--- config.mk ---
export PLATFORM = sky130hd
export DESIGN_NAME = skid_rr_arbiter_flat
export DESIGN_NICKNAME = d
export VERILOG_FILES = /design/src/rtl/skid_rr_arbiter_if.sv /design/src/rtl/skid_rr_arbiter.sv /design/src/flat_wrapper.sv
export SDC_FILE = /design/constraint.sdc
export NUM_CORES = 1
export LEC_CHECK = 0
export CAP_MARGIN = 20
export CORE_MARGIN = 4
export CORE_UTILIZATION = 29
export DETAILED_ROUTE_END_ITERATION = 16
export GPL_ROUTABILITY_DRIVEN = 0
export PLACE_DENSITY = 0.89
export SLEW_MARGIN = 20
export SYNTH_ARGS = -nofsm -noshare
export SYNTH_HDL_FRONTEND = slang
export SYNTH_SLANG_ARGS = --single-unit
--- constraint.sdc ---
create_clock -name clk -period 5.4 [get_ports clk]
set_input_delay 1.35 -clock clk [delete_from_list [all_inputs] [get_ports clk]]
set_output_delay 1.35 -clock clk [all_outputs]
set_load 0.02 [all_outputs]
--- src/rtl/skid_rr_arbiter_if.sv ---
// Handshake bundle between NUM_REQ upstream requesters, the round-robin arbiter
// and the downstream skid buffer. The arbiter uses the master view.
interface skid_rr_arbiter_if #(
   parameter int NUM_REQ    = 4,
   parameter int DATA_WIDTH = 32,
   parameter int ID_WIDTH   = $clog2(NUM_REQ)
);
   logic [NUM_REQ-1:0]            s_valid;
   logic [NUM_REQ*DATA_WIDTH-1:0] s_data;
   logic [NUM_REQ-1:0]            s_last;
   logic [NUM_REQ-1:0]            s_ready;
   logic                          m_valid;
   logic [DATA_WIDTH-1:0]         m_data;
   logic                          m_last;
   logic [ID_WIDTH-1:0]           m_id;
   logic                          m_ready;

   modport master (
      input  s_valid, s_data, s_last, m_ready,
      output s_ready, m_valid, m_data, m_last, m_id
   );

   modport slave (
      output s_valid, s_data, s_last, m_ready,
      input  s_ready, m_valid, m_data, m_last, m_id
   );
endinterface

--- src/rtl/skid_rr_arbiter.sv ---
// Packet-locked round-robin arbiter: one IDLE cycle picks a requester, which then
// owns the downstream channel until its last beat is accepted.
module skid_rr_arbiter #(
   parameter int NUM_REQ    = 4,
   parameter int DATA_WIDTH = 32,
   parameter int ID_WIDTH   = $clog2(NUM_REQ)
) (
   input  logic              clk,
   input  logic              reset,
   skid_rr_arbiter_if.master bus,
   output logic              busy,
   output logic              pkt_done
);
   localparam int SW = ID_WIDTH + 1;

   typedef enum logic {IDLE, LOCKED} state_t;

   state_t              state;
   logic [ID_WIDTH-1:0] grant;
   logic [ID_WIDTH-1:0] rr_ptr;
   logic [ID_WIDTH-1:0] winner;
   logic [ID_WIDTH-1:0] next_ptr;
   logic                found;
   logic [SW-1:0]       scan;
   logic [DATA_WIDTH-1:0] data_arr [NUM_REQ];

   for (genvar i = 0; i < NUM_REQ; i++) begin : g_unpack
      assign data_arr[i] = bus.s_data[i*DATA_WIDTH +: DATA_WIDTH];
   end

   // First requester at or after rr_ptr, wrapping modulo NUM_REQ.
   always_comb begin
      // NOTE: every variable gets a default before the conditional logic so no latch is inferred.
      winner = '0;
      found  = 1'b0;
      scan   = '0;
      for (int i = 0; i < NUM_REQ; i++) begin
         scan = {1'b0, rr_ptr} + SW'(i);
         if (scan >= SW'(NUM_REQ)) scan = scan - SW'(NUM_REQ);
         if (!found && bus.s_valid[scan[ID_WIDTH-1:0]]) begin
            found  = 1'b1;
            winner = scan[ID_WIDTH-1:0];
         end
      end
   end

   assign next_ptr = (grant == ID_WIDTH'(NUM_REQ - 1)) ? '0 : grant + ID_WIDTH'(1);

   always_comb begin
      bus.s_ready = '0;
      bus.m_valid = 1'b0;
      bus.m_data  = '0;
      bus.m_last  = 1'b0;
      bus.m_id    = '0;
      if (state == LOCKED) begin
         bus.s_ready[grant] = bus.m_ready;
         bus.m_valid        = bus.s_valid[grant];
         bus.m_data         = data_arr[grant];
         bus.m_last         = bus.s_last[grant];
         bus.m_id           = grant;
      end
   end

   always_ff @(posedge clk or posedge reset) begin
      // NOTE: state registers use non-blocking assignments so every flop samples pre-edge values.
      if (reset) begin
         state    <= IDLE;
         grant    <= '0;
         rr_ptr   <= '0;
         busy     <= 1'b0;
         pkt_done <= 1'b0;
      end else begin
         pkt_done <= 1'b0;
         case (state)
            IDLE: begin
               if (found) begin
                  grant <= winner;
                  state <= LOCKED;
                  busy  <= 1'b1;
               end
            end
            LOCKED: begin
               if (bus.m_valid && bus.m_ready && bus.m_last) begin
                  rr_ptr   <= next_ptr;
                  state    <= IDLE;
                  busy     <= 1'b0;
                  pkt_done <= 1'b1;
               end
            end
            default: state <= IDLE;
         endcase
      end
   end
endmodule

--- src/flat_wrapper.sv ---
// flat-port wrapper written by rule: the top's interface ports become plain ports
module skid_rr_arbiter_flat 
#(
   parameter int NUM_REQ    = 4,
   parameter int DATA_WIDTH = 32,
   parameter int ID_WIDTH   = $clog2(NUM_REQ)
)
  (clk, reset, busy, pkt_done, bus_s_valid, bus_s_data, bus_s_last, bus_m_ready, bus_s_ready, bus_m_valid, bus_m_data, bus_m_last, bus_m_id);
  skid_rr_arbiter_if #(.NUM_REQ(NUM_REQ), .DATA_WIDTH(DATA_WIDTH), .ID_WIDTH(ID_WIDTH)) bus_i ();
  input  logic clk;
  input  logic reset;
  output logic busy;
  output logic pkt_done;
  input wire logic [$bits(bus_i.s_valid)-1:0] bus_s_valid;
  input wire logic [$bits(bus_i.s_data)-1:0] bus_s_data;
  input wire logic [$bits(bus_i.s_last)-1:0] bus_s_last;
  input wire logic [$bits(bus_i.m_ready)-1:0] bus_m_ready;
  output wire logic [$bits(bus_i.s_ready)-1:0] bus_s_ready;
  output wire logic [$bits(bus_i.m_valid)-1:0] bus_m_valid;
  output wire logic [$bits(bus_i.m_data)-1:0] bus_m_data;
  output wire logic [$bits(bus_i.m_last)-1:0] bus_m_last;
  output wire logic [$bits(bus_i.m_id)-1:0] bus_m_id;
  assign bus_i.s_valid = bus_s_valid;
  assign bus_i.s_data = bus_s_data;
  assign bus_i.s_last = bus_s_last;
  assign bus_i.m_ready = bus_m_ready;
  assign bus_s_ready = bus_i.s_ready;
  assign bus_m_valid = bus_i.m_valid;
  assign bus_m_data = bus_i.m_data;
  assign bus_m_last = bus_i.m_last;
  assign bus_m_id = bus_i.m_id;
  skid_rr_arbiter #(.NUM_REQ(NUM_REQ), .DATA_WIDTH(DATA_WIDTH), .ID_WIDTH(ID_WIDTH)) u_core (.clk(clk), .reset(reset), .bus(bus_i), .busy(busy), .pkt_done(pkt_done));
endmodule
* Yosys cells after proc, flatten, opt, wreduce, memory -nomap -nowiden
Cells that the tools add are included.
** Operators by class
- Add/subtract/negate cells :: 8
- Multiply operators :: 0
- Div/mod/pow operators :: 0
- Magnitude comparators :: 11
- Equal/unequal tests :: 3
- Shift operators :: 0
- Mux-type cells :: 43
- Bitwise gates (word level) :: 3
- Reduce and logical (&&, ||, !) cells :: 12
** Operators with widths (number)
- $mux 32 :: 3
- $bmux 32 s2 :: 1
- $mux 2 :: 10
- $mux 1 :: 19
- $lt 2x3->1 const B :: 5
- $bmux 1 s2 :: 6
- $ge 3x3->1 const B :: 4
- $sub 2x1->2 const B :: 4
- $add 2x2->3 const B :: 2
- $logic_and 1x1->1 :: 6
- $reduce_and 2->1 :: 3
- $and 4x4->4 :: 1
- $mux 4 :: 1
- $pmux 1 s2 :: 2
- $add 2x1->3 const B :: 1
- $ge 2x3->1 const B :: 1
- $logic_not 1->1 :: 3
- $not 2->3 :: 1
- $add 2x1->2 const B :: 1
- $demux 1 s2 :: 1
- $eq 2x2->1 const B :: 1
- $ge 2x1->1 const B :: 1
- $ne 2x1->1 const B :: 1
- $ne 2x2->1 const B :: 1
- $not 1->1 :: 1
** Storage, ports and cells
- Bits in registers :: 7
- Bits in latches :: 0
- Bits in writable memories :: 0
- Bits in read-only memories :: 0
- Bits of input ports :: 139
- Output and inout port bits :: 42
- Logic and storage cells :: 85
- Memories :: 0

* Longest topological paths before layout
- Word-level depth :: 16
- Depth in mapped cells :: 5
- Mapped depth without buffers :: 4

* Worst setup path after synthesis
OpenSTA, ideal clock, no wires.
- Path type :: input-to-output
- Start point :: in bus_s_valid[3]
- End point :: out bus_m_valid
- Arrival time :: 2.033 ns
- Required time :: 4.050 ns
- Setup slack :: 2.017 ns
- Cell stages on the path :: 2
- Buffers on the path :: 0
- Cells stage by stage :: mux4_2 and2_1
** Between the ends
- Word-level cells in the longest chain between the ends :: 3
** Ends and longest elaborated chain
- from (decl) :: RTL line flat_wrapper.sv:14 : input wire logic [$bits(bus_i.s_valid)-1:0] bus_s_valid;
- $bmux 1 s2 :: RTL line skid_rr_arbiter.sv:57 : bus.m_valid = bus.s_valid[grant];
- $mux 1 (implied by the code) :: RTL line skid_rr_arbiter.sv:57
- $mux 1 :: RTL line skid_rr_arbiter.sv:55 : if (state == LOCKED) begin
- to (decl) :: RTL line flat_wrapper.sv:19 : output wire logic [$bits(bus_i.m_valid)-1:0] bus_m_valid;
No other way between the ends. The select of a mux whose other input is x is not followed.

* Worst setup path in the final report
- Start point :: in bus_s_valid[1]
- End point :: out bus_m_valid
The elaborated chain is that of the path after synthesis.

==> qor.csv <==
metric,value,unit
syn-num-nets,269,
detail_route.first_pass.iterations,4,
timing.fmax,227,MHz
overflow,0,
yosys-top-cells-area,"mux4_2, and2_1, dfrtp_1",
worst_hold_slack,0.524,ns
viasPerCell,4.87,
cts_sinks,7,
grt_setup_unrepaired,false,
floorplan.core_area,4790,µm²
yosys-mux-area-fraction,54.8,%
setup.worst_path.start_class,input port,
synthesized_area_per_cell,11.6,µm²
clk_pin_slew_worst_paths,0.05,ns
final_layout_size_suffix_gt1_share,14.7,%
postCtsSetupRepairBufs,0,
synth_warnings,0,
crit_arrival,3.06,ns
worstHoldStart,u_core.busy$_DFFE_PP0P_,
critical_path.startpoint,bus_s_valid[1],
vdd_ir_drop_max,0.323,mV
numPortBuffers,180,
hpwl,5.98,mm
critical_path.reg2reg.startpoint,u_core.grant[1]$_DFFE_PP0P_,
die-area,6220,µm²
clk-insertion-delay-late,0.24,ns
number_of_antenna_violations_at_the_first_check_in_global_routing,0,
drt_iter0_markers,61,
synthesized_area_fraction_occupied_by_adder_cells,3.44,%
slew_violations,0,
start_util,30.4,%
synth_xor_area_share,0,%
fp.dieW,78.9,µm
synth_top_flop_cell,dfrtp_1,
yosys-top-cells-count,"and2_1, mux4_2, inv_1",
route.detailed.drc,0,
final_min_period_over_clock_period,81.7,%
via_count,1786,
clockBufferDepth,2,
synth.lib_cells_used.distinct,22,
synth_compound_gate_area_share,3.69,%
tns,0,ns
pre_cts_ws,0.986,ns
grt_first_pass_wirelength,10.5,mm
synth.ff_latch_count,7,
outcome,"finished, final reports clean",
grt_pass1_vias,2087,
postSynth.asyncResetShare,100,%
timing.critical_path.to_type,primary output,
groute.usage.overall,22.0,%
antenna_cells_inserted,0,
worstHoldEndpoint,u_core.busy$_DFFE_PP0P_,
synth_top_family_by_area,multiplexers,
worst_slew_pin_slew,0.791,ns
slew_hr,47.3,%
post_cts_resize_count,0,
synth_top_area_share,52.6,%
worstHoldPathCells,2,
synth_edf_count,0,
rr_worst_depth,4,
drt_wl_total,6.96,mm
route.detailed.wl_per_inst,19.0,µm
setup.worst_path.class,in -> out,
synth.cell_area,1460,µm²
htreeDepth,1,
reg2reg_setup_slack,3.16,ns
final_net_count,444,
die_h,78.9,µm
synth_sequential_area_ratio,12.0,%
finalWorstPathRequiredPeriod,4.41,ns
synth_area_leader_cell,mux4_2,
root_buf_cell,clkbuf_8,
synth-simple-area-share,20.0,%
pin_count_of_the_biggest_net_entering_global_routing,42,
maxCapViolCount,0,
std_cell_rows,25,
hold_viol_final,0,
syn_inst,126,
cts.hold.buffers_added,0,
worstReg2RegEnd,u_core.rr_ptr[1]$_DFFE_PP0P_,
cellPowerDensity,442,nW/µm²
num_io_pins,181,
hold_class,reg -> reg,
timing.critical_path.required,4.05,ns
syn_to_final_growth,130,%
final.setup_skew,0.00541,ns
finalSetupViolations,0,
drtAntennaViolNets,0,
cts_tree,built,
path_max_fanout,6,
leakagePower,1.26,nW
cts_made_buffers,3,
worst_slack_setup_final,0.991,ns
==> worst max-delay path, cell delays in order <==
cell and delay [ns]:
clkdlybuf4s50_1 0.50, mux4_2 0.50, and2_1 0.17, clkdlybuf4s50_1 0.53
==> how the worst max path moves through the flow <==
stage / endpoint / slack, ns / cells after the start
floorplan: bus_m_valid / 2.02 / 2
global placement: bus_m_valid / 1.04 / 4
detailed placement: bus_m_valid / 0.99 / 4
CTS: bus_m_valid / 0.98 / 4
global route: bus_m_valid / 0.93 / 4
finish: bus_m_valid / 0.99 / 4
==> cell usage in the layout (no fill, tap or decap), drive strengths merged <==
| master | count |
|---|---|
| clkdlybuf4s50 | 180 |
| mux4 | 34 |
| and2 | 34 |
| inv | 8 |
| dfrtp | 7 |
| nor2 | 6 |
| a21oi | 5 |
| and3 | 4 |
| ha | 4 |
| clkbuf | 3 |
| nand2b | 2 |
| mux2 | 2 |
| buf | 2 |
| o21ai | 2 |
| nor4 | 1 |
| nand4 | 1 |
| a22o | 1 |
| a221o | 1 |
| mux2i | 1 |
| or3 | 1 |
| clkinv | 1 |
==> through the flow <==
step / utilization (%) / instance area, µm² / power, W / std cells
after floorplan: - / 1460 / 0.000883 / 126
after global placement: 69.0 / 3300 / 0.00139 / 363
after detailed placement: 69.0 / 3300 / 0.00142 / 363
after CTS: 69.9 / 3350 / 0.00150 / 367
after global routing: 70.0 / 3350 / 0.00158 / 367
final: 70.0 / 3350 / 0.00148 / 367
==> final cells by class <==
cell class              instances  area [µm²]
repair buffers                182        1820
well taps                      67        83.8
fillers                       379        1440
clock buffers                   3        41.3
flip-flops and latches          7         178
clock inverters                 1        5.00
inverters                       8        30.0
multi-input cells              99        1190
==> where the power goes <==
part / switching [W] / internal (W) / total, W
sequential: 0.000107 / 0.0000757 / 0.000183
combinational: 0.000496 / 0.000725 / 0.00122
clock: 0.0000262 / 0.0000502 / 0.0000764
total: 0.000629 / 0.000851 / 0.00148
==> routing by layer <==
layer | vias to the layer above | share of wire, % | GRT usage (%)
met5 | - | 0 | 0
met4 | 0 | 3.6 | 8.08
met3 | 19 | 10 | 6.35
met2 | 101 | 54 | 43.1
met1 | 827 | 32 | 21.5
li1 | 839 | - | -
==> registers in the layout, summed over array words and instances, names as in the netlist <==
signal and flops:
u_core.pkt_done 1, u_core.busy 1, u_core.rr_ptr 2, u_core.state 1, u_core.grant 2
==> kinds of logic after synthesis <==
group           count (synthesis)
fa+ha+maj                       4
compound gates                  9
flops                           7
buf+inv                        20
mux                            37
simple gates                   49
Power figures use the tool's default switching activity.
